### config.mk
export PLATFORM = sky130hd
export DESIGN_NAME = blink_digit_blanker_flat
export DESIGN_NICKNAME = d
export VERILOG_FILES = /design/src/rtl/clock_pkg.sv /design/src/rtl/blink_digit_blanker_if.sv /design/src/rtl/blink_digit_blanker_seg_pair_mask.sv /design/src/rtl/blink_digit_blanker.sv /design/src/flat_wrapper.sv
export SDC_FILE = /design/constraint.sdc
export NUM_CORES = 1
export LEC_CHECK = 0
export CORE_MARGIN = 1
export CORE_UTILIZATION = 25
export CTS_CLUSTER_SIZE = 28
export DETAILED_ROUTE_END_ITERATION = 16
export PLACE_DENSITY_LB_ADDON = 0.08
export SLEW_MARGIN = 30
export SYNTH_ARGS = -nofsm -noshare
export SYNTH_HDL_FRONTEND = slang
export SYNTH_SLANG_ARGS = --single-unit
### constraint.sdc
create_clock -name blink_clk -period 2.4 [get_ports blink_clk]
set_clock_uncertainty 0.05 [all_clocks]
set_input_delay 0.48 -clock blink_clk [delete_from_list [all_inputs] [get_ports blink_clk]]
set_output_delay 0.48 -clock blink_clk [all_outputs]
set_load 0.01 [all_outputs]
### src/rtl/clock_pkg.sv
// Shared definitions for the clock-project display path: phase state
// encoding, setting-position codes and 7-segment digit geometry.
package clock_pkg;

   localparam int unsigned DIGIT_W     = 7;
   localparam int unsigned DIGIT_COUNT = 6;
   localparam int unsigned PAIR_W      = 2 * DIGIT_W;
   localparam int unsigned SEG_W       = DIGIT_W * DIGIT_COUNT;
   localparam int unsigned CNT_W       = 8;
   localparam int unsigned DIM_W       = 2;
   localparam int unsigned POS_W       = 2;
   localparam int unsigned STATE_W     = 2;

   localparam logic [STATE_W-1:0] IDLE = 2'd0;
   localparam logic [STATE_W-1:0] ON   = 2'd1;
   localparam logic [STATE_W-1:0] OFF  = 2'd2;

   localparam logic [POS_W-1:0] POS_SEC  = 2'd0;
   localparam logic [POS_W-1:0] POS_MIN  = 2'd1;
   localparam logic [POS_W-1:0] POS_HOUR = 2'd2;
   localparam logic [POS_W-1:0] POS_NONE = 2'd3;

   typedef enum logic [STATE_W-1:0] {
      ST_IDLE = IDLE,
      ST_ON   = ON,
      ST_OFF  = OFF
   } state_t;

   // Six digits, digit 0 (sec ones) in the LSBs.
   typedef logic [SEG_W-1:0] seg_t;

endpackage

### src/rtl/blink_digit_blanker_if.sv
// Display-path bundle between the segment encoder, the blanker and the
// FND scan driver.
//   blink            : blinking requested
//   setting_position : 0 sec, 1 min, 2 hour, 3 none
//   i_seg            : six active-high 7-segment digits into the blanker
//   o_seg            : registered, possibly blanked digits out
//   o_blank          : high while the selected pair is in its OFF phase
interface blink_digit_blanker_if;
   import clock_pkg::*;

   logic               blink;
   logic [POS_W-1:0]   setting_position;
   seg_t               i_seg;
   seg_t               o_seg;
   logic               o_blank;

   // Master is the upstream driver / observer side.
   modport master (
      output blink,
      output setting_position,
      output i_seg,
      input  o_seg,
      input  o_blank
   );

   // Slave is the blanker itself.
   modport slave (
      input  blink,
      input  setting_position,
      input  i_seg,
      output o_seg,
      output o_blank
   );

endinterface

### src/rtl/blink_digit_blanker_seg_pair_mask.sv
// Combinational digit-pair mask: zeroes the two digits of the field
// selected by pos_i when blank_i is set. Position 3 selects no field.
//   seg_i   : 42-bit segment vector
//   pos_i   : field selector
//   blank_i : mask enable
//   seg_o_c : masked vector (combinational)
module seg_pair_mask
   import clock_pkg::*;
(
   input  seg_t             seg_i,
   input  logic [POS_W-1:0] pos_i,
   input  logic             blank_i,
   output seg_t             seg_o_c
);

   // Digit d belongs to field d/2; no digit matches position 3.
   always_comb begin
      seg_o_c = seg_i;
      if (blank_i) begin
         for (int d = 0; d < int'(DIGIT_COUNT); d++) begin
            if ((d / 2) == int'(pos_i)) begin
               seg_o_c[d*DIGIT_W +: DIGIT_W] = '0;
            end
         end
      end
   end

endmodule

### src/rtl/blink_digit_blanker.sv
// Setting-mode blink consumer: runs an ON/OFF phase machine on blink_clk
// and blanks the selected digit pair of the display during OFF phases.
// Optional build macro BLINK_BLANKER_DIM_EN: OFF dims the pair to a 25%
// duty via a free-running 2-bit counter instead of blanking it fully.
//   blink_clk : clock
//   rst_n     : asynchronous active-low reset
//   bus       : slave side of blink_digit_blanker_if
// Parameter HALF_PERIOD (1..255): cycles per ON phase and per OFF phase.
module blink_digit_blanker
   import clock_pkg::*;
#(
   parameter int unsigned HALF_PERIOD = 8
) (
   input  logic                   blink_clk,
   input  logic                   rst_n,
   blink_digit_blanker_if.slave   bus
);

   localparam logic [CNT_W-1:0] CNT_LAST = CNT_W'(HALF_PERIOD - 1);

   state_t            state_q, state_d;
   logic [CNT_W-1:0]  cnt_q, cnt_d;
   logic [POS_W-1:0]  pos_q;
   seg_t              seg_q;
   logic              blank_q;
   logic              mask_en_c;
   seg_t              seg_masked_c;

   // Phase machine: priority-ordered transitions, counter clears on every
   // state change. A position change restarts ON so the new field shows.
   always_comb begin
      state_d = state_q;
      cnt_d   = cnt_q + CNT_W'(1);
      if (!bus.blink || (bus.setting_position == POS_NONE)) begin
         state_d = ST_IDLE;
         cnt_d   = '0;
      end else if (state_q == ST_IDLE) begin
         state_d = ST_ON;
         cnt_d   = '0;
      end else if (bus.setting_position != pos_q) begin
         state_d = ST_ON;
         cnt_d   = '0;
      end else if (cnt_q == CNT_LAST) begin
         state_d = (state_q == ST_ON) ? ST_OFF : ST_ON;
         cnt_d   = '0;
      end
   end

`ifdef BLINK_BLANKER_DIM_EN
   logic [DIM_W-1:0] dim_cnt_q;

   // Free-running dim phase; the pair is lit on one cycle in four.
   always_ff @(posedge blink_clk or negedge rst_n) begin
      if (!rst_n) begin
         dim_cnt_q <= '0;
      end else begin
         dim_cnt_q <= dim_cnt_q + DIM_W'(1);
      end
   end

   assign mask_en_c = (state_d == ST_OFF) && (dim_cnt_q != '0);
`else
   assign mask_en_c = (state_d == ST_OFF);
`endif

   seg_pair_mask u_mask (
      .seg_i   (bus.i_seg),
      .pos_i   (bus.setting_position),
      .blank_i (mask_en_c),
      .seg_o_c (seg_masked_c)
   );

   // State and outputs registered together from next-state values.
   always_ff @(posedge blink_clk or negedge rst_n) begin
      if (!rst_n) begin
         state_q <= ST_IDLE;
         cnt_q   <= '0;
         pos_q   <= '0;
         seg_q   <= '0;
         blank_q <= 1'b0;
      end else begin
         state_q <= state_d;
         cnt_q   <= cnt_d;
         pos_q   <= bus.setting_position;
         seg_q   <= seg_masked_c;
         blank_q <= (state_d == ST_OFF);
      end
   end

   assign bus.o_seg   = seg_q;
   assign bus.o_blank = blank_q;

endmodule

### src/flat_wrapper.sv
// flat-port wrapper written by rule: the top's interface ports become plain ports
module blink_digit_blanker_flat import clock_pkg::*;
#(
   parameter int unsigned HALF_PERIOD = 8
)
  (blink_clk, rst_n, bus_blink, bus_setting_position, bus_i_seg, bus_o_seg, bus_o_blank);
  blink_digit_blanker_if bus_i ();
  input  logic blink_clk;
  input  logic rst_n;
  input wire logic [$bits(bus_i.blink)-1:0] bus_blink;
  input wire logic [$bits(bus_i.setting_position)-1:0] bus_setting_position;
  input wire logic [$bits(bus_i.i_seg)-1:0] bus_i_seg;
  output wire logic [$bits(bus_i.o_seg)-1:0] bus_o_seg;
  output wire logic [$bits(bus_i.o_blank)-1:0] bus_o_blank;
  assign bus_i.blink = bus_blink;
  assign bus_i.setting_position = bus_setting_position;
  assign bus_i.i_seg = bus_i_seg;
  assign bus_o_seg = bus_i.o_seg;
  assign bus_o_blank = bus_i.o_blank;
  blink_digit_blanker #(.HALF_PERIOD(HALF_PERIOD)) u_core (.blink_clk(blink_clk), .rst_n(rst_n), .bus(bus_i));
endmodule
Yosys cells after proc, flatten, opt, wreduce, memory -nomap -nowiden
Index checks and enable logic that the tools add are counted.

Add/subtract/negate cells: 1. Equal/unequal tests: 7. Muxes and demuxes: 16. Reductions and logical operators: 4.

Operators with widths (count): $mux 42 (1); $mux 7 (6); $mux 8 (4); $mux 2 (5); $add 8x1->8 const B (1); $eq 8x3->1 const B (1); $eq 2x2->1 const A (2); $eq 2x2->1 const B (2); $logic_not 2->1 (2); $eq 2x1->1 const B (1); $ne 2x2->1 (1); $logic_not 1->1 (1); $logic_or 1x1->1 (1).

Bits in registers: 55. Input bits: 47. Output and inout port bits: 43. Word-level logic and storage cells: 33.

Depth between registers and ports, before layout
Depth after elaboration: 8. Gate-level depth with buffers: 6. Gate-level depth less buffers: 5.

Modules after synthesis
A second synthesis with hierarchy kept.

Cells, all modules: 150. Area total of the unflattened synthesis: 2044.5 um^2.

Modules (own cells, without submodules): blink_digit_blanker (instances 1, cells each 102, area each 1717.9 um^2, sequential area each 1376.3 um^2); seg_pair_mask (instances 1, cells each 48, area each 326.6 um^2, sequential area each 0.0 um^2).

Worst setup path after synthesis
OpenSTA, ideal clock, no wires.

Kind: reg2reg. Start: register u_core.cnt_q[5]. End: register u_core.seg_q[38] (netlist: u_core.bus.o_seg[38]). Setup time: 0.119 ns. Data arrival time: 1.732 ns. Setup slack: 0.499 ns. Stages on the path, launching flop included: 6. Path buffers: 1. Clock period less this slack: 1.901 ns. Cells stage by stage: dfrtp_1 > or4_4 > nor3_4 > o2111ai_2 > buf_6 > and2_1.

Cells in the longest elaborated chain, start to end: 7.

RTL lines: from (decl) (RTL line blink_digit_blanker.sv:22) `logic [CNT_W-1:0] cnt_q, cnt_d;`; from (signal assigned) (RTL line blink_digit_blanker.sv:83) `cnt_q <= cnt_d;`; $eq 8x3->1 (RTL line blink_digit_blanker.sv:43) `end else if (cnt_q == CNT_LAST) begin`; $mux 2 (RTL line blink_digit_blanker.sv:43); $mux 2 (RTL line blink_digit_blanker.sv:40) `end else if (bus.setting_position != pos_q) begin`; $mux 2 (RTL line blink_digit_blanker.sv:37) `end else if (state_q == ST_IDLE) begin`; $mux 2 (RTL line blink_digit_blanker.sv:34) `if (!bus.blink || (bus.setting_position == POS_NONE)) begin`; $eq 2x2->1 (RTL line blink_digit_blanker.sv:63) `assign mask_en_c = (state_d == ST_OFF);`; $mux 42 (RTL line blink_digit_blanker_seg_pair_mask.sv:19) `if (blank_i) begin`; net u_core.seg_masked_c[38] (RTL line blink_digit_blanker.sv:27) `seg_t seg_masked_c;`; to (signal assigned) (RTL line blink_digit_blanker.sv:85) `seg_q <= seg_masked_c;`; to (decl) (RTL line blink_digit_blanker.sv:24) `seg_t seg_q;`.

The timed path passes the listed nets, and every way through them passes these cells.

Final worst setup path
Start: input port bus_setting_position[0]. End: register u_core.seg_q[6] (netlist: u_core.bus.o_seg[6]).

Cells in the longest elaborated chain, start to end: 6.

RTL lines: from (decl) (RTL line flat_wrapper.sv:11) `input wire logic [$bits(bus_i.setting_position)-1:0] bus_setting_position;`; $ne 2x2->1 (RTL line blink_digit_blanker.sv:40); $mux 2 (RTL line blink_digit_blanker.sv:40); $mux 2 (RTL line blink_digit_blanker.sv:37); $mux 2 (RTL line blink_digit_blanker.sv:34); $eq 2x2->1 (RTL line blink_digit_blanker.sv:63); $mux 42 (*) (RTL line blink_digit_blanker_seg_pair_mask.sv:19); net u_core.seg_masked_c[6] (RTL line blink_digit_blanker.sv:27).

The timed path passes the listed nets; every way through them passes the cells marked *.

==> flow_summary.ini <==
[placed_design]
dpl_cell_area_mm2 = 0.003146
place_congestion = 0.6464
dp_hpwl_mm = 3.142
port_buffers = 89

[clocking]
clock_latency_ns = 0.30
hold_buffers = 0
clk_pin_slew_ns = 0.10
clkSinkCount = 55
cts_root_buffer = clkbuf_8
numCtsBuffers = 5
cts_tree = done
htreeDepth = 2
cts_buffer_depth = 2
post_cts.repair.setup_buffers = 0
post_cts_resized = 0

[route]
routedWlPerCell_um = 12.00
ant_nets = 0
firstDrtPassIters = 4
dr_total_vias = 1358
routed_via_density = 3.836
drtIter0Drc = 17
drt_wl_total_mm = 4.247
drc = 0

[setup_path]
worstSetupStartpointType = input port
cp.required_ns = 2.56
crit_arrival_ns = 2.20
crit_fanout = 10
criticalPathCategory = in2reg
crit_path_end_kind = flop

[yosys]
synth.distinct_cells = 26
syn_area_mm2 = 0.002102
synth_compound_area_share_pct = 4.048
postSynthNetCount = 195
synth_top_family_by_area = simple AND/OR/NAND/NOR gates
synth_simple_gate_area_share_pct = 23.99
yosys_register_bits = 55
avgSynthCellArea_um2 = 14.30
ys_seq_area_share_pct = 65.48
synthCells = 147
yosys.area_share.adder_pct = 0.5952
yosysWarnings = 0
synth_xor_area_share_pct = 3.750
muxShareOfSynthArea_pct = 0

[global_route]
grt_max_degree = 31
grt_pass1_vias = 1437
grt_pass1_wl_mm = 6.927
grt_usage_pct = 10.30
antenna_found_initial = 0
grt-ovfl-total = 0

[die]
coreArea_mm2 = 0.008175
rows = 33
die_w_um = 93.70
die-area_mm2 = 0.008779
ios = 90
start_util_pct = 25.71
die_h_um = 93.70

[sta]
max_clock_freq_ghz = 0.4899
fin_crit_sh_pct = 85.05
slew_headroom_pct = 56.12
setup_viol = 0
layout_min_cycle_time_ns = 2.041
final.setup.tns_ns = 0
maxSlewViolCount = 0
hold_viol = 0
rsz0062_at_grt = false
worstMarginPinSlew_ns = 0.6582
fin_hold_ws_ns = 0.1499

[final_layout]
finalCoreUtilization_pct = 39.85
fillerInstances = 795
nets = 296
mostFrequentLayoutCells = clkdlybuf4s50_1 (88), dfrtp_1 (55), and2_4 (27)
final_area_mm2 = 0.003258
final_common_cell = clkdlybuf4s50_1
drive_gt1_share_pct = 24.50
syn_to_final_growth_pct = 55.00
antenna_cells = 0

[power]
p_seq_share_pct = 53.0
comb_power_share_pct = 13.7
p_clk_share_pct = 33.3
swShare_pct = 21.53
switchingPower_mw = 0.3964
power_mw = 1.842
leakage_nw = 1.389
power.density_mw_per_mm2 = 565.2
p_int_mw = 1.445
ir_drop_mv = 0.2467

[min_path]
holdCritPathClass = in2async

[status]
status = finished clean

[job]
drv_cap = 0
[worst max-delay path, stage by stage]
cell and delay (ns):
clkdlybuf4s50_1 0.46, a21bo_2 0.27, nor4_4 0.41, o2111ai_2 0.21, buf_4 0.21, and2_4 0.15
[registers in the layout, summed over array words and instances, names as in the netlist]
register / cells
u_core.cnt_q: 8
u_core.bus.o_seg: 42
u_core.pos_q: 2
u_core.bus.o_blank: 1
u_core.state_q: 2
[Yosys cell counts]
master	instances	area [um^2]
buf_6	3	33.78
ha_1	1	12.51
and2_4	27	236.5
dfrtp_1	55	1376
nand3b_1	1	7.510
nor3_1	1	5.000
a21oi_1	1	5.000
o211a_4	1	17.52
and2_1	8	50.05
or4_4	1	11.26
or2_2	1	6.260
inv_1	3	11.26
a21bo_2	1	10.01
xnor2_1	2	17.52
nor3_4	1	16.27
nand2_1	2	7.510
and3_1	3	18.77
nor2_1	11	41.29
nand3_1	2	10.01
xor2_1	7	61.31
nand2b_1	1	6.260
o2111ai_2	3	45.04
and2_2	8	60.06
a21o_1	1	7.510
nor4_4	1	21.27
nand4_1	1	6.260
[stage by stage]
stage               std cells  worst slack (ns)
floorplan                 147            0.4989
global placement          346           0.03761
detailed placement        346           0.01071
CTS                       354            0.3506
global route              354            0.2742
finish                    354            0.3589
[kinds of logic after synthesis]
kind of cell | after synthesis
AOI/OAI and AO/OA | 7
xor gates and xnor gates | 9
adders and majority gates | 1
buffers and inverters | 6
DFF | 55
and+or+nand+nor | 69
[area by class of cell]
class                   count  area (um^2)  area share [%]
flip-flops and latches     55         1376           42.24
repair buffers             97        945.9           29.03
multi-input cells          86        680.7           20.89
well taps                 105        131.4           4.032
clock buffers               5        68.82           2.112
clock inverters             3        43.79           1.344
inverters                   3        11.26          0.3456
[worst paths after layout]
kind,from,to,slack [ns],cells past startpoint
worst min register to register,u_core.cnt_q[0]$_DFF_PN0_,u_core.cnt_q[0]$_DFF_PN0_,0.45,1
worst min-delay path,rst_n,u_core.bus.o_seg[29]$_DFF_PN0_,0.15,1
worst max-delay path,bus_setting_position[0],u_core.bus.o_seg[6]$_DFF_PN0_,0.36,6
max in group asynchronous,rst_n,u_core.cnt_q[7]$_DFF_PN0_,1.50,2
min in group blink_clk,u_core.cnt_q[0]$_DFF_PN0_,u_core.cnt_q[0]$_DFF_PN0_,0.45,1
worst max register to register,u_core.cnt_q[5]$_DFF_PN0_,u_core.bus.o_seg[6]$_DFF_PN0_,0.38,5
[power by group through the flow]
stage	logic [mW]	clock network [mW]	registers, mW
floorplan	0.0575	0	1.01
global placement	0.257	0	0.994
detailed placement	0.256	0	0.994
CTS	0.257	0.650	0.977
global route	0.272	0.687	0.981
finish	0.252	0.614	0.976
[layer usage]
metal  vias up  GRT usage, %  routed length (um)
li1        668             -                   -
met1       630         12.88                1854
met2        56         15.88                1950
met3         4         4.450                 392
met4         0         3.462                  50
met5         -             0                   0
(Power assumes the default switching activity.)
